--- src/rtl/divider_128by64.sv ---
// Sequential unsigned 128/64 restoring divider with divide-by-zero and quotient-overflow flags.
// Optional macro DIV_RADIX4_EN retires two quotient bits per RUN cycle instead of one.
module divider_128by64 #(
    parameter int DIVIDEND_WIDTH = 128,
    parameter int DIVISOR_WIDTH  = 64
) (
    input  logic                      clk,
    input  logic                      rst,
    input  logic                      start,
    input  logic [DIVIDEND_WIDTH-1:0] in0,
    input  logic [DIVISOR_WIDTH-1:0]  in1,
    output logic [DIVISOR_WIDTH-1:0]  quot,
    output logic [DIVISOR_WIDTH-1:0]  rem,
    output logic                      busy,
    output logic                      rdy,
    output logic                      dbz,
    output logic                      ovf
);

    localparam int W = DIVISOR_WIDTH;
`ifdef DIV_RADIX4_EN
    localparam int STEPS = 2;
`else
    localparam int STEPS = 1;
`endif
    localparam int ITERS = W / STEPS;
    localparam int CW    = $clog2(ITERS);

    typedef enum logic [1:0] {S_IDLE, S_RUN, S_DONE} state_t;

    state_t          r_state;
    state_t          w_state_next;
    logic [2*W-1:0]  r_rq;
    logic [W-1:0]    r_div;
    logic [CW-1:0]   r_cnt;

    logic            w_dbz;
    logic            w_ovf;
    logic            w_last;
    logic [2*W-1:0]  w_rq [0:STEPS];

    // One restoring step on {remainder, quotient}; the partial remainder is the
    // top W+1 bits after the shift, so diff[W] is the borrow out of the trial subtract.
    function automatic logic [2*W-1:0] f_step(input logic [2*W-1:0] rq, input logic [W-1:0] d);
        logic [W:0] diff;
        diff = rq[2*W-1:W-1] - {1'b0, d};
        if (!diff[W])
            f_step = {diff[W-1:0], rq[W-2:0], 1'b1};
        else
            f_step = {rq[2*W-2:W-1], rq[W-2:0], 1'b0};
    endfunction

    assign w_dbz  = (in1 == '0);
    assign w_ovf  = (in0[DIVIDEND_WIDTH-1:W] >= in1);
    assign w_last = (r_cnt == '0);
    assign busy   = (r_state == S_RUN);

    assign w_rq[0] = r_rq;
    genvar gi;
    generate
        for (gi = 0; gi < STEPS; gi++) begin : g_step
            assign w_rq[gi+1] = f_step(w_rq[gi], r_div);
        end
    endgenerate

    always_ff @(posedge clk) begin
        if (rst)
            r_state <= S_IDLE;
        else
            r_state <= w_state_next;
    end

    always_comb begin
        w_state_next = r_state;
        case (r_state)
            S_IDLE, S_DONE: begin
                if (start)
                    w_state_next = (w_dbz || w_ovf) ? S_DONE : S_RUN;
            end
            S_RUN: begin
                if (w_last)
                    w_state_next = S_DONE;
            end
            default: w_state_next = S_IDLE;
        endcase
    end

    always_ff @(posedge clk) begin
        if (rst) begin
            r_rq  <= '0;
            r_div <= '0;
            r_cnt <= '0;
            quot  <= '0;
            rem   <= '0;
            rdy   <= 1'b0;
            dbz   <= 1'b0;
            ovf   <= 1'b0;
        end else if (r_state == S_RUN) begin
            r_rq  <= w_rq[STEPS];
            r_cnt <= r_cnt - CW'(1);
            if (w_last) begin
                quot <= w_rq[STEPS][W-1:0];
                rem  <= w_rq[STEPS][2*W-1:W];
                rdy  <= 1'b1;
            end
        end else if (start) begin
            rdy <= 1'b0;
            dbz <= 1'b0;
            ovf <= 1'b0;
            // Exceptions finish on the accepting edge; dbz wins when both apply.
            if (w_dbz) begin
                dbz  <= 1'b1;
                rdy  <= 1'b1;
                quot <= '1;
                rem  <= in0[W-1:0];
            end else if (w_ovf) begin
                ovf  <= 1'b1;
                rdy  <= 1'b1;
                quot <= '1;
                rem  <= '0;
            end else begin
                r_rq  <= in0;
                r_div <= in1;
                r_cnt <= CW'(ITERS - 1);
            end
        end
    end

endmodule

--- config.mk ---
export PLATFORM = sky130hd
export DESIGN_NAME = divider_128by64
export DESIGN_NICKNAME = d
export VERILOG_FILES = /design/src/rtl/divider_128by64.sv
export SDC_FILE = /design/constraint.sdc
export NUM_CORES = 1
export LEC_CHECK = 0
export CORE_AREA = 10 10 225 227
export DETAILED_ROUTE_END_ITERATION = 10
export DIE_AREA = 0 0 235 237
export GPL_ROUTABILITY_DRIVEN = 1
export PLACE_DENSITY = 0.68
export SLEW_MARGIN = 10
export SYNTH_ARGS = -nofsm -noshare
export SYNTH_HDL_FRONTEND = slang
export SYNTH_SLANG_ARGS = --single-unit
--- constraint.sdc ---
create_clock -name clk -period 3.4 [get_ports clk]
set_input_delay 0.34 -clock clk [delete_from_list [all_inputs] [get_ports clk]]
set_output_delay 0.34 -clock clk [all_outputs]
set_load 0.005 [all_outputs]
==> flow_summary.ini <==
[logic_synthesis]
postSynth.asyncResetShare_pct = 0
synth_warnings = 0
ys.flop_type = dfxtp_1
synthTopCellsByArea = dfxtp_1 (32%), ha_1 (8.0%), nor2_1 (6.8%)
ys_seq_area_share_pct = 32.4
synth-seq-cells = 331
synth_largest_area_cell = dfxtp_1
synth_top_area_share_pct = 32.4
synth_cell_types = 81
synthesis.nets = 3016
synthCells = 2690
syn_area_um2 = 20400
synth_edf_count = 0
avgSynthCellArea_um2 = 7.60

[run_status]
status = completed

[floorplanning]
core_area_um2 = 46200
io_pins = 327
row_count = 79
die_w_um = 235
start_util_pct = 44.3
die_height_um = 237
die-area_um2 = 55700

[clocking]
cts_tree = done
clock_latency_ns = 0.57
htreeDepth = 2
ctsHoldBuffers = 0
cts_num_sinks = 331
path_clk_slew_ns = 0.06
numCtsBuffers = 39
clockBufferDepth = 3
root_buffer = clkbuf_16

[grt]
grt_pass1_vias = 22100
grt_max_degree = 115
grt_pass1_wl_um = 131000
grt_usage_pct = 29.3
gr-total-overflow = 0
antenna_found_initial = 0

[timing]
post-route-period-util_pct = 98.5
clock_skew_ns = 0.0150
setup_viol = 0
fin_crit_ns = 3.35
rsz0062_at_grt = yes
tightest_slew_ns = 1.24
fmax_ghz = 0.299
final_hold_viol_count = 0
slew_violations = 0
max-slew-margin-rel_pct = 17.3

[worst_setup_path]
regToRegSetupSlack_ns = 0.05
timing.rr.start = r_rq[63]$_SDFFE_PP0P_
reg2reg_to = r_rq[109]$_SDFFE_PP0P_
slowest_stage = a221oi_4
crit_chain = clkdlybuf4s50_1 -> inv_1 -> ha_1 -> a21oi_1 -> o21ai_0 -> a221oi_1 -> o211ai_1 -> a221oi_4 -> buf_6 -> nand4_1 -> buf_6 -> clkbuf_16 -> clkbuf_16 -> buf_12 -> a21oi_1 -> nor2_1
worstSetupStartpointType = input pin
crit_required_ns = 3.82
worstSetupPathType = input pin to register
critical_path.n_buffers_inverters = 7
slowest_delay_ns = 0.55
endpoint_kind = register
reg2regPathDepth = 14
cp_max_fo = 13
crit_arrival_ns = 3.77
crit_family = compound AO/OA/AOI/OAI gates

[run]
cap_violations = 0

[cells_and_area]
final_layout_size_suffix_gt1_share_pct = 21.7
area_growth_pct = 46.4
diodes = 0
postLayoutCoreUtil_pct = 64.8
layout.cells.non_filler = 3986
final_nets = 3676

[pwr]
ir_drop_uv = 473
power.density_nw_per_um2 = 651
p_leak_nw = 12.5

[route]
routed_via_density = 5.90
routed_wl_um = 88200
dr.pass1.iters = 6
drt_iter0_drc = 2426
route.detailed.drc = 0
ant_nets = 0
routedWlPerCell_um = 22.1
num_vias = 23500

[placed_design]
place_hpwl_um = 67700
dp.cells = 3878
gp_congestion = 0.986
numPortBuffers = 326

[min_path]
hp-class = input pin to register
holdCritStartpoint = rst
hold_path_end = r_div[63]$_SDFFE_PP0P_
hold-path-cell-count = 2
==> per-stage QoR <==
stage | total power (W) | hold slack [ns] | TNS, ns | cell area (µm²) | setup WS [ns]
after floorplan | 0.00967 | 0.448 | 0 | 20400 | 0.393
after global placement | 0.0137 | 0.453 | -190.07 | 27300 | -0.875
after detailed placement | 0.0138 | 0.469 | -189.37 | 27300 | -0.812
after CTS | 0.0186 | 0.340 | 0 | 28900 | 0.00856
after global routing | 0.0204 | 0.390 | -1.69 | 29900 | -0.0812
final | 0.0195 | 0.358 | 0 | 29900 | 0.0508
==> logic make-up (layout without fill, tap and decap cells) <==
| family | count (synthesis) | count (layout) | share of synthesized area [%] |
|---|---|---|---|
| fa+ha+maj | 131 | 131 | 8.05 |
| buf+inv | 338 | 1026 | 6.82 |
| simple gates | 998 | 999 | 21.4 |
| mux | 58 | 58 | 3.27 |
| compound gates | 787 | 787 | 26.1 |
| flops | 331 | 331 | 32.4 |
| xor+xnor | 47 | 47 | 2.01 |
==> synthesized netlist by cell type, types with 11 or more instances <==
| library cell | count |
|---|---|
| a221oi_2 | 15 |
| o21a_1 | 14 |
| a221oi_1 | 27 |
| inv_1 | 147 |
| or3_1 | 12 |
| mux2_4 | 13 |
| ha_1 | 130 |
| buf_1 | 19 |
| mux2_2 | 17 |
| o211ai_1 | 27 |
| a311oi_1 | 95 |
| nand2_1 | 369 |
| and2_1 | 18 |
| clkbuf_1 | 117 |
| and4_1 | 12 |
| a211oi_1 | 106 |
| a31oi_1 | 19 |
| xor2_1 | 22 |
| buf_2 | 42 |
| nor2b_1 | 11 |
| o21ai_0 | 115 |
| o31ai_1 | 11 |
| a21oi_1 | 248 |
| nor4_1 | 25 |
| nand4_1 | 37 |
| dfxtp_1 | 331 |
| xnor2_1 | 25 |
| mux2i_1 | 27 |
| nor3_1 | 23 |
| nor2_1 | 370 |
| and3_1 | 32 |
| a21o_1 | 27 |
| nand3_1 | 55 |
==> power breakdown <==
| group | switching [W] | internal, W |
|---|---|---|
| clock network | 0.00177 | 0.00274 |
| registers | 0.000384 | 0.00437 |
| logic | 0.00557 | 0.00464 |
==> flip-flops by register name, indices dropped and copies added (netlist names) <==
signal and cells:
rdy 1, r_cnt 6, quot 64, r_div 64
ovf 1, r_state 2, rem 64, dbz 1
r_rq 128
==> final cells by class <==
| cell class | instances | area, µm² |
|---|---|---|
| timing repair buffer | 809 | 7400 |
| tap | 607 | 759 |
| clock buffer | 55 | 1150 |
| clock inverter | 15 | 224 |
| inverter | 147 | 552 |
| multi-input combinational | 2022 | 13200 |
| fill | 4048 | 16200 |
| sequential | 331 | 6650 |
==> worst max path at each step <==
stage	start	to	slack [ns]	cells past startpoint
detailed placement	in1[37]	rem[38]$_SDFFE_PP0P_	-0.81	14
floorplan	r_rq[63]$_SDFFE_PP0P_	rem[26]$_SDFFE_PP0P_	0.39	14
global route	r_rq[63]$_SDFFE_PP0P_	r_rq[99]$_SDFFE_PP0P_	-0.08	12
global placement	in1[37]	rem[38]$_SDFFE_PP0P_	-0.87	14
finish	in1[23]	r_div[28]$_SDFFE_PP0P_	0.05	16
CTS	r_div[13]$_SDFFE_PP0P_	r_rq[95]$_SDFFE_PP0P_	0.009	16
==> what timing repair did <==
item,4_1_cts,5_1_grt
setup buffers,6,24
pin swaps,5,41
cloned,1,8
setup endpoints to repair,224,320
resized for setup,35,133
==> cell usage in the layout (no fill, tap or decap), types with 27 or more instances in the layout <==
cell type        synthesis  final
a211oi_1               106     91
a21o_1                  27     27
a21oi_1                248    233
a311oi_1                95     93
and3_1                  32     31
buf_4                    3    438
clkbuf_16                0     48
clkdlybuf4s50_1          0    325
dfxtp_1                331    318
ha_1                   130    113
inv_1                  147    142
nand2_1                369    367
nand3_1                 55     53
nand4_1                 37     37
nor2_1                 370    367
o211ai_1                27     27
o21ai_0                115    105
==> metal layers <==
| layer | routed length (µm) | up-vias | GRT usage (%) | share of wire, % |
|---|---|---|---|---|
| li1 | - | 11000 | - | - |
| met1 | 40100 | 11300 | 41.8 | 45 |
| met2 | 38000 | 1148 | 44.3 | 43 |
| met3 | 7930 | 129 | 5.49 | 9.0 |
| met4 | 2260 | 0 | 7.45 | 2.6 |
| met5 | 0 | - | 0 | 0 |
No activity file was read; power rests on OpenSTA's default activity.
==> edit, RTL diff (same flow settings) <==
Reset style: asynchronous (`rst`), changed in 2 clocked blocks.
--- a/src/rtl/divider_128by64.sv
+++ b/src/rtl/divider_128by64.sv
@@ -64,5 +64,5 @@
     endgenerate
 
-    always_ff @(posedge clk) begin
+    always_ff @(posedge clk or posedge rst) begin
         if (rst)
             r_state <= S_IDLE;
@@ -86,5 +86,5 @@
     end
 
-    always_ff @(posedge clk) begin
+    always_ff @(posedge clk or posedge rst) begin
         if (rst) begin
             r_rq  <= '0;
Function: not settled (the Yosys comparison gave no result); the edit may change what the design does.
==> edit against the original RTL <==
The flow now finishes with violations (negative setup slack). Area after synthesis is 0.59% lower. Cell count is 6.2% lower. Cell area is 0.12% lower. First-iteration DRC count is 19% lower. Wire length is 7.8% lower. Worst setup slack worse by 0.068 ns. Sequential cell count stayed put. Critical path type is now reg2reg.
Power is not compared: it rests on default switching activity, and its combinational part moved more than twofold at a synthesized area within 25%.
==> edit: results (changes against the original RTL) <==
outcome: "complete, but fails checks"
violations: "negative setup slack"
gr-usage-met2_pct: 43.0  # -1.3 points
post_drt_wl_per_cell_microns: 21.7  # -1.7%
cp_max_fo: 5  # -8
async_reset_ff_share_pct: 100  # +100 points
synth_seq_area_share_pct: 40.8  # +8.3 points
synth_mux_area_share_pct: 4.76  # +1.5 points
yosys.area_share.adder_pct: 8.10  # +0.048 points
power_leakage_nw: 13.4
placed_cell_area_sq_um: 27300  # +0.12%
clk_pin_slew_ns: 0.06  # about the same
worstReg2RegEnd: "rem[55]"
cp-startpoint: "r_rq[63]"
antenna_found_initial: 2  # +2
n_fill_cell: 3769  # -6.9%
synth_compound_area_share_pct: 22.1  # -4.0 points
tns_ns: -0.0622  # -0.0622 ns
placed_cells: 3630  # -6.4%
hold_path_class: "in2async"
finalWorstSetupSlack_ns: -0.0176  # -0.0684 ns
synthTopCellsByArea: "dfrtp_1, ha_1, a21oi_1"
drtIter0Drc: 1972  # -19%
place_hpwl_microns: 63200  # -6.7%
synthXorXnorAreaFrac_pct: 2.41  # +0.40 points
grt_max_degree: 84  # -27%
synth_fp_nets: 2737  # -9.3%
grt_first_pass_wirelength_microns: 122000  # -6.7%
grt_pass1_vias: 20600  # -7.0%
path_class: "reg2reg"
wl_met1_microns: 37000  # -7.6%
critical_path_arrival_ns: 3.83  # +0.06 ns
numCtsBuffers: 39  # unchanged
slew_headroom_pct: 30.7  # +13 points
syn-mean-instance-area_sq_um: 8.43  # +11%
met3_usage_pct: 3.70  # -1.8 points
instances_no_fill: 3738  # -6.2%
setup-violations-final: 8  # +8
grt.total_usage_pct: 27.6  # -1.8 points
worstRegToRegCells: 17  # +3
synth_common_cells: "dfrtp_1, nand2_1, nor2_1"
place_ws_ns: -0.761  # +0.0510 ns
[edit: cell types whose count changed in the layout (fill, tap and decap cells not counted), moves of 27 or more]
cell	before	now
dfrtp_1	0	330
dfxtp_1	318	0
nor2_1	367	266
a311oi_1	93	0
nand2_1	367	298
a211oi_1	91	31
a31oi_1	18	75
o22ai_1	2	34
nand3_1	53	26
[edit: repair_timing]
item	in CTS	in global routing
buffers inserted	13	18
hold endpoints to repair	0	0
resized for setup	67	128
cloned	1	4
endpoints found under the setup margin	229	310
pin swaps	13	44
[edit: final cells by class]
class	instances	area, sq um	share of cell area, %
Antenna cell	2	5.00	0.0167
Clock buffer	54	1120	3.76
Clock inverter	16	174	0.582
Inverter	152	574	1.92
Multi-Input combinational cell	1784	11700	39.0
Sequential cell	331	8280	27.7
Tap cell	607	759	2.54
Timing Repair Buffer	792	7310	24.5
[edit: power by group]
| part | switching (mW) | internal, mW |
|---|---|---|
| Combinational | 14.2 | 13.2 |
| Sequential | 1.36 | 5.89 |
| Clock | 1.77 | 2.55 |
[edit: cell families after synthesis]
logic type	Yosys count
adder cells (fa/ha/maj)	131
AND/OR/NAND/NOR	760
flip-flops	331
AO/OA/AOI/OAI	748
buffers and inverters	296
XOR/XNOR	53
multiplexers	92
[edit: critical path, cell delays in order, from the launching register on]
cell      delay [ns]
dfrtp_1         0.37
inv_2           0.06
ha_4            0.16
fa_2            0.35
nand2b_4        0.16
a21oi_4         0.18
o21ai_4         0.10
a21oi_4         0.21
a31oi_4         0.16
o31ai_4         0.35
xor2_4          0.27
buf_12          0.15
buf_8           0.12
buf_12          0.12
buf_6           0.09
mux2i_1         0.17
buf_4           0.15
o211ai_1        0.08
